File: config.mk
export PLATFORM = sky130hd
export DESIGN_NAME = si_bus_arbiter_flat
export DESIGN_NICKNAME = d
export VERILOG_FILES = /design/src/rtl/si_bus_arbiter_if.sv /design/src/rtl/si_bus_arbiter.sv /design/src/flat_wrapper.sv
export SDC_FILE = /design/constraint.sdc
export NUM_CORES = 1
export LEC_CHECK = 0
export ABC_AREA = 1
export CAP_MARGIN = 5
export CORE_MARGIN = 2
export CORE_UTILIZATION = 37
export CTS_BUF_LIST = sky130_fd_sc_hd__clkbuf_4
export DETAILED_ROUTE_END_ITERATION = 10
export PLACE_DENSITY = 0.8
export SETUP_SLACK_MARGIN = 0.5
export SLEW_MARGIN = 20
export SYNTH_ARGS = -nofsm -noshare
export SYNTH_HDL_FRONTEND = slang
export SYNTH_SLANG_ARGS = --single-unit
File: constraint.sdc
create_clock -name clk -period 1.9 [get_ports clk]
set_input_delay 0.19 -clock clk [delete_from_list [all_inputs] [get_ports clk]]
set_output_delay 0.19 -clock clk [all_outputs]
set_load 0.03 [all_outputs]
File: src/rtl/si_bus_arbiter_if.sv
// -----------------------------------------------------------------------------
// si_bus_arbiter_if
//   Bundles the requester-side and SI-target-side signals of si_bus_arbiter.
//
//   Requester side : req_exec, req_we, req_address, req_data (to arbiter)
//                    req_fin, req_err                        (from arbiter)
//   SI target side : si_exec, si_we, si_address, si_data     (from arbiter)
//                    si_fin                                  (to arbiter)
//   Status         : grant_id, busy                          (from arbiter)
//
//   Modports:
//     slave  - the arbiter itself
//     master - the surroundings (driver blocks + SI target, or a testbench)
// -----------------------------------------------------------------------------
interface si_bus_arbiter_if #(
  parameter int NREQ = 4,
  parameter int AW   = 32,
  parameter int DW   = 32
);
  localparam int GW = $clog2(NREQ);

  logic [NREQ-1:0]    req_exec;
  logic [NREQ-1:0]    req_we;
  logic [NREQ*AW-1:0] req_address;
  logic [NREQ*DW-1:0] req_data;
  logic [NREQ-1:0]    req_fin;
  logic               req_err;
  logic               si_exec;
  logic               si_we;
  logic [AW-1:0]      si_address;
  logic [DW-1:0]      si_data;
  logic               si_fin;
  logic [GW-1:0]      grant_id;
  logic               busy;

  modport slave (
    input  req_exec, req_we, req_address, req_data, si_fin,
    output req_fin, req_err, si_exec, si_we, si_address, si_data,
           grant_id, busy
  );

  modport master (
    output req_exec, req_we, req_address, req_data, si_fin,
    input  req_fin, req_err, si_exec, si_we, si_address, si_data,
           grant_id, busy
  );
endinterface

File: src/rtl/si_bus_arbiter.sv
// -----------------------------------------------------------------------------
// si_bus_arbiter
//   Round-robin arbiter sharing one SI write/read port between NREQ driver
//   blocks. A winner is picked in IDLE, its we/address/data are latched and a
//   single si_exec pulse is issued; when the target answers with si_fin the
//   winner gets a one-cycle req_fin pulse, then one GAP cycle lets it drop
//   req_exec before the next arbitration. All outputs are registered.
//
//   Ports:
//     clk    - system clock, rising edge
//     nreset - asynchronous active-low reset
//     bus    - si_bus_arbiter_if.slave (requester + SI target signals)
//
//   Optional feature (macro SI_ARB_TIMEOUT_EN):
//     A 16-bit WAIT watchdog; after TIMEOUT WAIT cycles without si_fin the
//     transaction completes with req_err=1. Without the macro no counter is
//     built and req_err is constantly 0.
// -----------------------------------------------------------------------------
module si_bus_arbiter #(
  parameter int NREQ    = 4,
  parameter int AW      = 32,
  parameter int DW      = 32,
  parameter int TIMEOUT = 255
) (
  input  logic             clk,
  input  logic             nreset,
  si_bus_arbiter_if.slave  bus
);
  localparam int GW = $clog2(NREQ);

  typedef enum logic [2:0] {IDLE, ISSUE, WAIT, DONE, GAP} state_e;

  state_e          state_q, state_d;
  logic [GW-1:0]   grant_id_q, grant_id_d;
  logic [GW-1:0]   last_grant_q, last_grant_d;
  logic            si_exec_q, si_exec_d;
  logic            si_we_q, si_we_d;
  logic [AW-1:0]   si_address_q, si_address_d;
  logic [DW-1:0]   si_data_q, si_data_d;
  logic [NREQ-1:0] req_fin_q, req_fin_d;
  logic            req_err_q, req_err_d;
  logic            busy_q, busy_d;

`ifdef SI_ARB_TIMEOUT_EN
  logic [15:0]     wait_cnt_q, wait_cnt_d;
`else
  // TIMEOUT only matters when the watchdog is built.
  localparam int unused_timeout = TIMEOUT;
`endif

  // Round-robin pick: first requesting index above last_grant, wrapping.
  logic            winner_found;
  logic [GW-1:0]   winner_idx;

  always_comb begin
    winner_found = 1'b0;
    winner_idx   = '0;
    for (int i = 1; i <= NREQ; i++) begin
      int idx;
      idx = (int'(last_grant_q) + i) % NREQ;
      if (!winner_found && bus.req_exec[GW'(idx)]) begin
        winner_found = 1'b1;
        winner_idx   = GW'(idx);
      end
    end
  end

  always_comb begin
    // NOTE: every _d gets a default before the case so no path leaves it
    // unassigned; otherwise synthesis infers a latch.
    state_d      = state_q;
    grant_id_d   = grant_id_q;
    last_grant_d = last_grant_q;
    si_exec_d    = 1'b0;
    si_we_d      = si_we_q;
    si_address_d = si_address_q;
    si_data_d    = si_data_q;
    req_fin_d    = '0;
    req_err_d    = 1'b0;
`ifdef SI_ARB_TIMEOUT_EN
    wait_cnt_d   = wait_cnt_q;
`endif

    unique case (state_q)
      IDLE: begin
        if (winner_found) begin
          grant_id_d   = winner_idx;
          si_we_d      = bus.req_we[winner_idx];
          si_address_d = AW'(bus.req_address >> (int'(winner_idx) * AW));
          si_data_d    = DW'(bus.req_data >> (int'(winner_idx) * DW));
          si_exec_d    = 1'b1;
          state_d      = ISSUE;
        end
      end
      ISSUE: begin
`ifdef SI_ARB_TIMEOUT_EN
        wait_cnt_d = '0;
`endif
        state_d = WAIT;
      end
      WAIT: begin
        // si_fin wins over a simultaneous timeout, so err stays 0 then.
        if (bus.si_fin) begin
          req_fin_d = NREQ'(1) << grant_id_q;
          state_d   = DONE;
        end
`ifdef SI_ARB_TIMEOUT_EN
        else if (wait_cnt_q == 16'(TIMEOUT - 1)) begin
          req_fin_d = NREQ'(1) << grant_id_q;
          req_err_d = 1'b1;
          state_d   = DONE;
        end else begin
          wait_cnt_d = wait_cnt_q + 16'd1;
        end
`endif
      end
      DONE: begin
        last_grant_d = grant_id_q;
        state_d      = GAP;
      end
      GAP:     state_d = IDLE;
      default: state_d = IDLE;
    endcase

    busy_d = (state_d != IDLE);
  end

  // NOTE: sequential state uses non-blocking assignments so every flop
  // samples the pre-edge value of its _d, independent of statement order.
  always_ff @(posedge clk or negedge nreset) begin
    if (!nreset) begin
      state_q      <= IDLE;
      grant_id_q   <= '0;
      last_grant_q <= GW'(NREQ - 1);
      si_exec_q    <= 1'b0;
      si_we_q      <= 1'b0;
      si_address_q <= '0;
      si_data_q    <= '0;
      req_fin_q    <= '0;
      req_err_q    <= 1'b0;
      busy_q       <= 1'b0;
`ifdef SI_ARB_TIMEOUT_EN
      wait_cnt_q   <= '0;
`endif
    end else begin
      state_q      <= state_d;
      grant_id_q   <= grant_id_d;
      last_grant_q <= last_grant_d;
      si_exec_q    <= si_exec_d;
      si_we_q      <= si_we_d;
      si_address_q <= si_address_d;
      si_data_q    <= si_data_d;
      req_fin_q    <= req_fin_d;
      req_err_q    <= req_err_d;
      busy_q       <= busy_d;
`ifdef SI_ARB_TIMEOUT_EN
      wait_cnt_q   <= wait_cnt_d;
`endif
    end
  end

  assign bus.req_fin    = req_fin_q;
  assign bus.req_err    = req_err_q;
  assign bus.si_exec    = si_exec_q;
  assign bus.si_we      = si_we_q;
  assign bus.si_address = si_address_q;
  assign bus.si_data    = si_data_q;
  assign bus.grant_id   = grant_id_q;
  assign bus.busy       = busy_q;
endmodule
File: src/flat_wrapper.sv
// flat-port wrapper written by rule: the top's interface ports become plain ports
module si_bus_arbiter_flat 
#(
  parameter int NREQ    = 4,
  parameter int AW      = 32,
  parameter int DW      = 32,
  parameter int TIMEOUT = 255
)
  (clk, nreset, bus_req_exec, bus_req_we, bus_req_address, bus_req_data, bus_si_fin, bus_req_fin, bus_req_err, bus_si_exec, bus_si_we, bus_si_address, bus_si_data, bus_grant_id, bus_busy);
  si_bus_arbiter_if #(.NREQ(NREQ), .AW(AW), .DW(DW)) bus_i ();
  input  logic clk;
  input  logic nreset;
  input wire logic [$bits(bus_i.req_exec)-1:0] bus_req_exec;
  input wire logic [$bits(bus_i.req_we)-1:0] bus_req_we;
  input wire logic [$bits(bus_i.req_address)-1:0] bus_req_address;
  input wire logic [$bits(bus_i.req_data)-1:0] bus_req_data;
  input wire logic [$bits(bus_i.si_fin)-1:0] bus_si_fin;
  output wire logic [$bits(bus_i.req_fin)-1:0] bus_req_fin;
  output wire logic [$bits(bus_i.req_err)-1:0] bus_req_err;
  output wire logic [$bits(bus_i.si_exec)-1:0] bus_si_exec;
  output wire logic [$bits(bus_i.si_we)-1:0] bus_si_we;
  output wire logic [$bits(bus_i.si_address)-1:0] bus_si_address;
  output wire logic [$bits(bus_i.si_data)-1:0] bus_si_data;
  output wire logic [$bits(bus_i.grant_id)-1:0] bus_grant_id;
  output wire logic [$bits(bus_i.busy)-1:0] bus_busy;
  assign bus_i.req_exec = bus_req_exec;
  assign bus_i.req_we = bus_req_we;
  assign bus_i.req_address = bus_req_address;
  assign bus_i.req_data = bus_req_data;
  assign bus_i.si_fin = bus_si_fin;
  assign bus_req_fin = bus_i.req_fin;
  assign bus_req_err = bus_i.req_err;
  assign bus_si_exec = bus_i.si_exec;
  assign bus_si_we = bus_i.si_we;
  assign bus_si_address = bus_i.si_address;
  assign bus_si_data = bus_i.si_data;
  assign bus_grant_id = bus_i.grant_id;
  assign bus_busy = bus_i.busy;
  si_bus_arbiter #(.NREQ(NREQ), .AW(AW), .DW(DW), .TIMEOUT(TIMEOUT)) u_core (.clk(clk), .nreset(nreset), .bus(bus_i));
endmodule
==> summary.txt <==
Global routing
  • First-pass GRT wire length: 40.11 mm
  • Met3 Use GR: 7.245%
  • Met2 Use GR: 48.25%
  • GRT Max-Usage Layer: met2
  • Vias in the first global route: 7,965
  • Gr usage total: 28.01%
  • Largest net degree at the start of global routing: 43
  • GRT met1 Usage: 32.23%
  • Total gr overflow: 0
  • Antenna violations before repair: 1

STA
  • Slew at the pin closest to its max-slew limit: 0.5914 ns
  • Setup violations, final: 70
  • Max transition margin: 60.27%
  • Setup ws final: -0.4177 ns
  • Setup TNS Final: -24.06 ns
  • Final Max Tran Viols: 0
  • Final Critical Period: 2.318 ns
  • RSZ-0062 raised after global routing: true
  • Clock skew: 0.02126 ns
  • Final cycle utilization of the critical path: 122.0%
  • Fmax: 431.5 MHz
  • Final hold violations: 0

Worst setup path
  • Worst reg2reg path depth: 14
  • Critical Path AT: 2.68 ns
  • Start point of the critical path: u_core.last_grant_q[0]
  • Worst setup EP type: register
  • Setup CP Type: register to register
  • Critical Path RT: 2.27 ns
  • Register-to-Register Setup Slack: -0.42 ns
  • FF-to-FF End: u_core.bus.si_data[3]
  • Crit Reg-Reg Startpoint: u_core.last_grant_q[0]
  • Startpoint types: register
  • Crit Path Max Fanout: 35

Power and ir drop
  • P_leak: 6.499 nW
  • Peak VDD IR: 0.001219 V
  • Int Pwr: 12.27 mW
  • Sw Share: 51.93%
  • Clock power frac: 4.1%
  • Final Power: 25.53 mW
  • Sequential power share: 11.7%
  • Combinational power share: 84.2%
  • Pwr per Cell Area: 2200 nW/µm²
  • Net Switching: 13.26 mW

Cells and area
  • Layout cell share with drive strength beyond 1: 18.08%
  • Area Growth Syn to Fin: 83.20%
  • Final instance area: 11,600 µm²
  • Most common cell after layout, fill and taps aside: nand2_1
  • Most frequent cells in the layout: nand2_1 (315), clkdlybuf4s50_1 (265), inv_1 (229)
  • Post-layout nets: 1,678
  • Final Non-Filler Cells: 1,637

Place
  • DP Cell Count: 1,574
  • Gpl congestion: 0.9192
  • Dpl hpwl: 17.70 mm
  • Placed inst area: 10,130 µm²
  • Buffers on Ports: 339

Routing
  • Routed len/inst: 17.74 µm
  • Router iterations before antenna repair: 8
  • Via count: 8,584
  • Routed wire length: 29.05 mm
  • Iter 0 DRT Violations: 615
  • DRC: 0
  • Via density per instance: 5.244
  • Post-route ant nets: 0

Floorplanning
  • Core ar.: 16,640 µm²
  • Row count: 47
  • Die area: 18,180 µm²
  • Die Wd: 134.8 µm
  • Starting density of the core: 38.05%
  • # IOs: 341
  • Die height: 134.8 µm

Clock tree
  • Clock latency on the worst-skew pair: 0.47 ns
  • CTS clock-pin slew for the worst setup and hold paths: 0.14 ns
  • Clock Path Buffers: 2
  • H-tree levels: 3
  • Clk root buf: clkbuf_4
  • Clock sink count: 78
  • CTS tree: yes
  • Total CTS buffers: 9

Synth
  • Post-synthesis cell area: 6332 µm²
  • Syn Inst Count: 1,052
  • Mean post-synth cell area: 6.019 µm²
  • Yosys warns: 0
  • #FFs+latches synth: 78
  • Net Count, Synth: 1,319
  • Unique masters post-synth: 27
  • Sequential element share of the synthesized area: 30.86%

Worst hold path
  • Hold/Removal Path Class: input pin to async pin

Outcome
  • Run status: complete, but fails checks
  • Failing checks: negative setup slack

Run
  • Max_cap viols: 0
area by class of cell:
type / count / area [µm²]
Antenna cell: 1 / 2.502
Clock buffer: 9 / 67.56
Clock inverter: 7 / 65.06
Fill cell: 1323 / 5041
Inverter: 233 / 882.1
Multi-Input combinational cell: 667 / 3682
Sequential cell: 78 / 1954
Tap cell: 220 / 275.3
Timing Repair Buffer: 422 / 4672
power groups by stage:
stage	logic, mW	clock network (mW)	registers (mW)
finish	21.5	1.04	2.99
CTS	18.2	1.05	2.99
global placement	15.0	0	3.02
floorplan	9.01	0	4.41
detailed placement	15.3	0	3.02
global route	22.9	1.12	3.08
worst max-delay path, stage by stage, from the launching register on:
cell and delay (ns):
dfstp_2 0.64, inv_4 0.08, buf_4 0.15, nand2_1 0.07, nand3_2 0.10, nand2_4 0.12
nor2_4 0.04, nand3_4 0.11, buf_12 0.12, buf_8 0.23, nand4_1 0.19, nand3_1 0.16
nand2_2 0.08, nand2_1 0.06, nand2_1 0.05
registers in the layout (all words and copies together), names as in the netlist:
register,cells
u_core.bus.si_data,32
u_core.bus.si_address,32
u_core.last_grant_q,2
u_core.bus.busy,1
u_core.bus.req_fin,4
u_core.bus.grant_id,2
u_core.bus.si_we,1
u_core.bus.si_exec,1
u_core.state_q,3
cells by family (layout without fill, tap and decap cells):
family	count (synthesis)	count (layout)	share of synthesized area, %
compound gates	26	26	2.826
buf+inv	307	671	20.04
other cells	1	2	0.05922
simple gates	640	640	46.22
flops	78	78	30.86
metal layers:
metal	vias up	wire [µm]
met5	-	0
li1	3990	-
met3	109	2817
met1	3985	10540
met2	500	14280
met4	0	1407
worst max-delay path by stage:
stage,slack [ns],endpoint,cells after the start
final,-0.42,u_core.bus.si_data[3],14
after global routing,-0.49,u_core.bus.si_data[17],15
after CTS,-0.29,u_core.bus.si_address[30],13
after detailed placement,-0.40,u_core.bus.si_address[30],13
after global placement,-0.31,u_core.bus.si_address[29],13
after floorplan,-0.02,u_core.bus.si_address[24],12
Yosys cell counts:
library cell / n / area share, %
nand2_1: 369 / 22
inv_1: 230 / 14
nand3_1: 137 / 11
nand4_1: 95 / 9.4
dfrtp_1: 76 / 30
buf_2: 37 / 2.9
clkbuf_1: 18 / 1.1
o211ai_1: 18 / 2.1
or2_1: 18 / 1.8
buf_4: 16 / 1.9
nor3_1: 5 / 0.40
nand2_2: 4 / 0.40
nand3_2: 4 / 0.63
o21ai_0: 4 / 0.32
a21oi_1: 3 / 0.24
nor2_2: 3 / 0.30
buf_1: 2 / 0.12
dfstp_2: 2 / 0.83
inv_2: 2 / 0.12
nor2_1: 2 / 0.12
a21oi_2: 1 / 0.14
buf_6: 1 / 0.18
conb_1: 1 / 0.059
inv_4: 1 / 0.099
nand2_4: 1 / 0.18
nor2_4: 1 / 0.18
nor3_2: 1 / 0.16
stage by stage:
step / hold WS, ns / utilization [%] / setup slack, ns
final: 0.2219 / 69.71 / -0.4177
after global routing: 0.2553 / 69.71 / -0.4865
after CTS: 0.2104 / 65.36 / -0.2911
after detailed placement: 0.1867 / 60.85 / -0.3958
after global placement: 0.1881 / 60.85 / -0.3105
after floorplan: -0.1056 / - / -0.01784
timing repair:
| action | 4_1_cts | 5_1_grt |
|---|---|---|
| setup buffers | 17 | 6 |
| gates resized for setup | 174 | 208 |
| hold buffers | 1 | 0 |
| cloned | 9 | 13 |
| endpoints found under the hold margin | 36 | 0 |
| pin swaps | 12 | 40 |
| endpoints found under the setup margin | 143 | 133 |
Power figures use the tool's default switching activity.
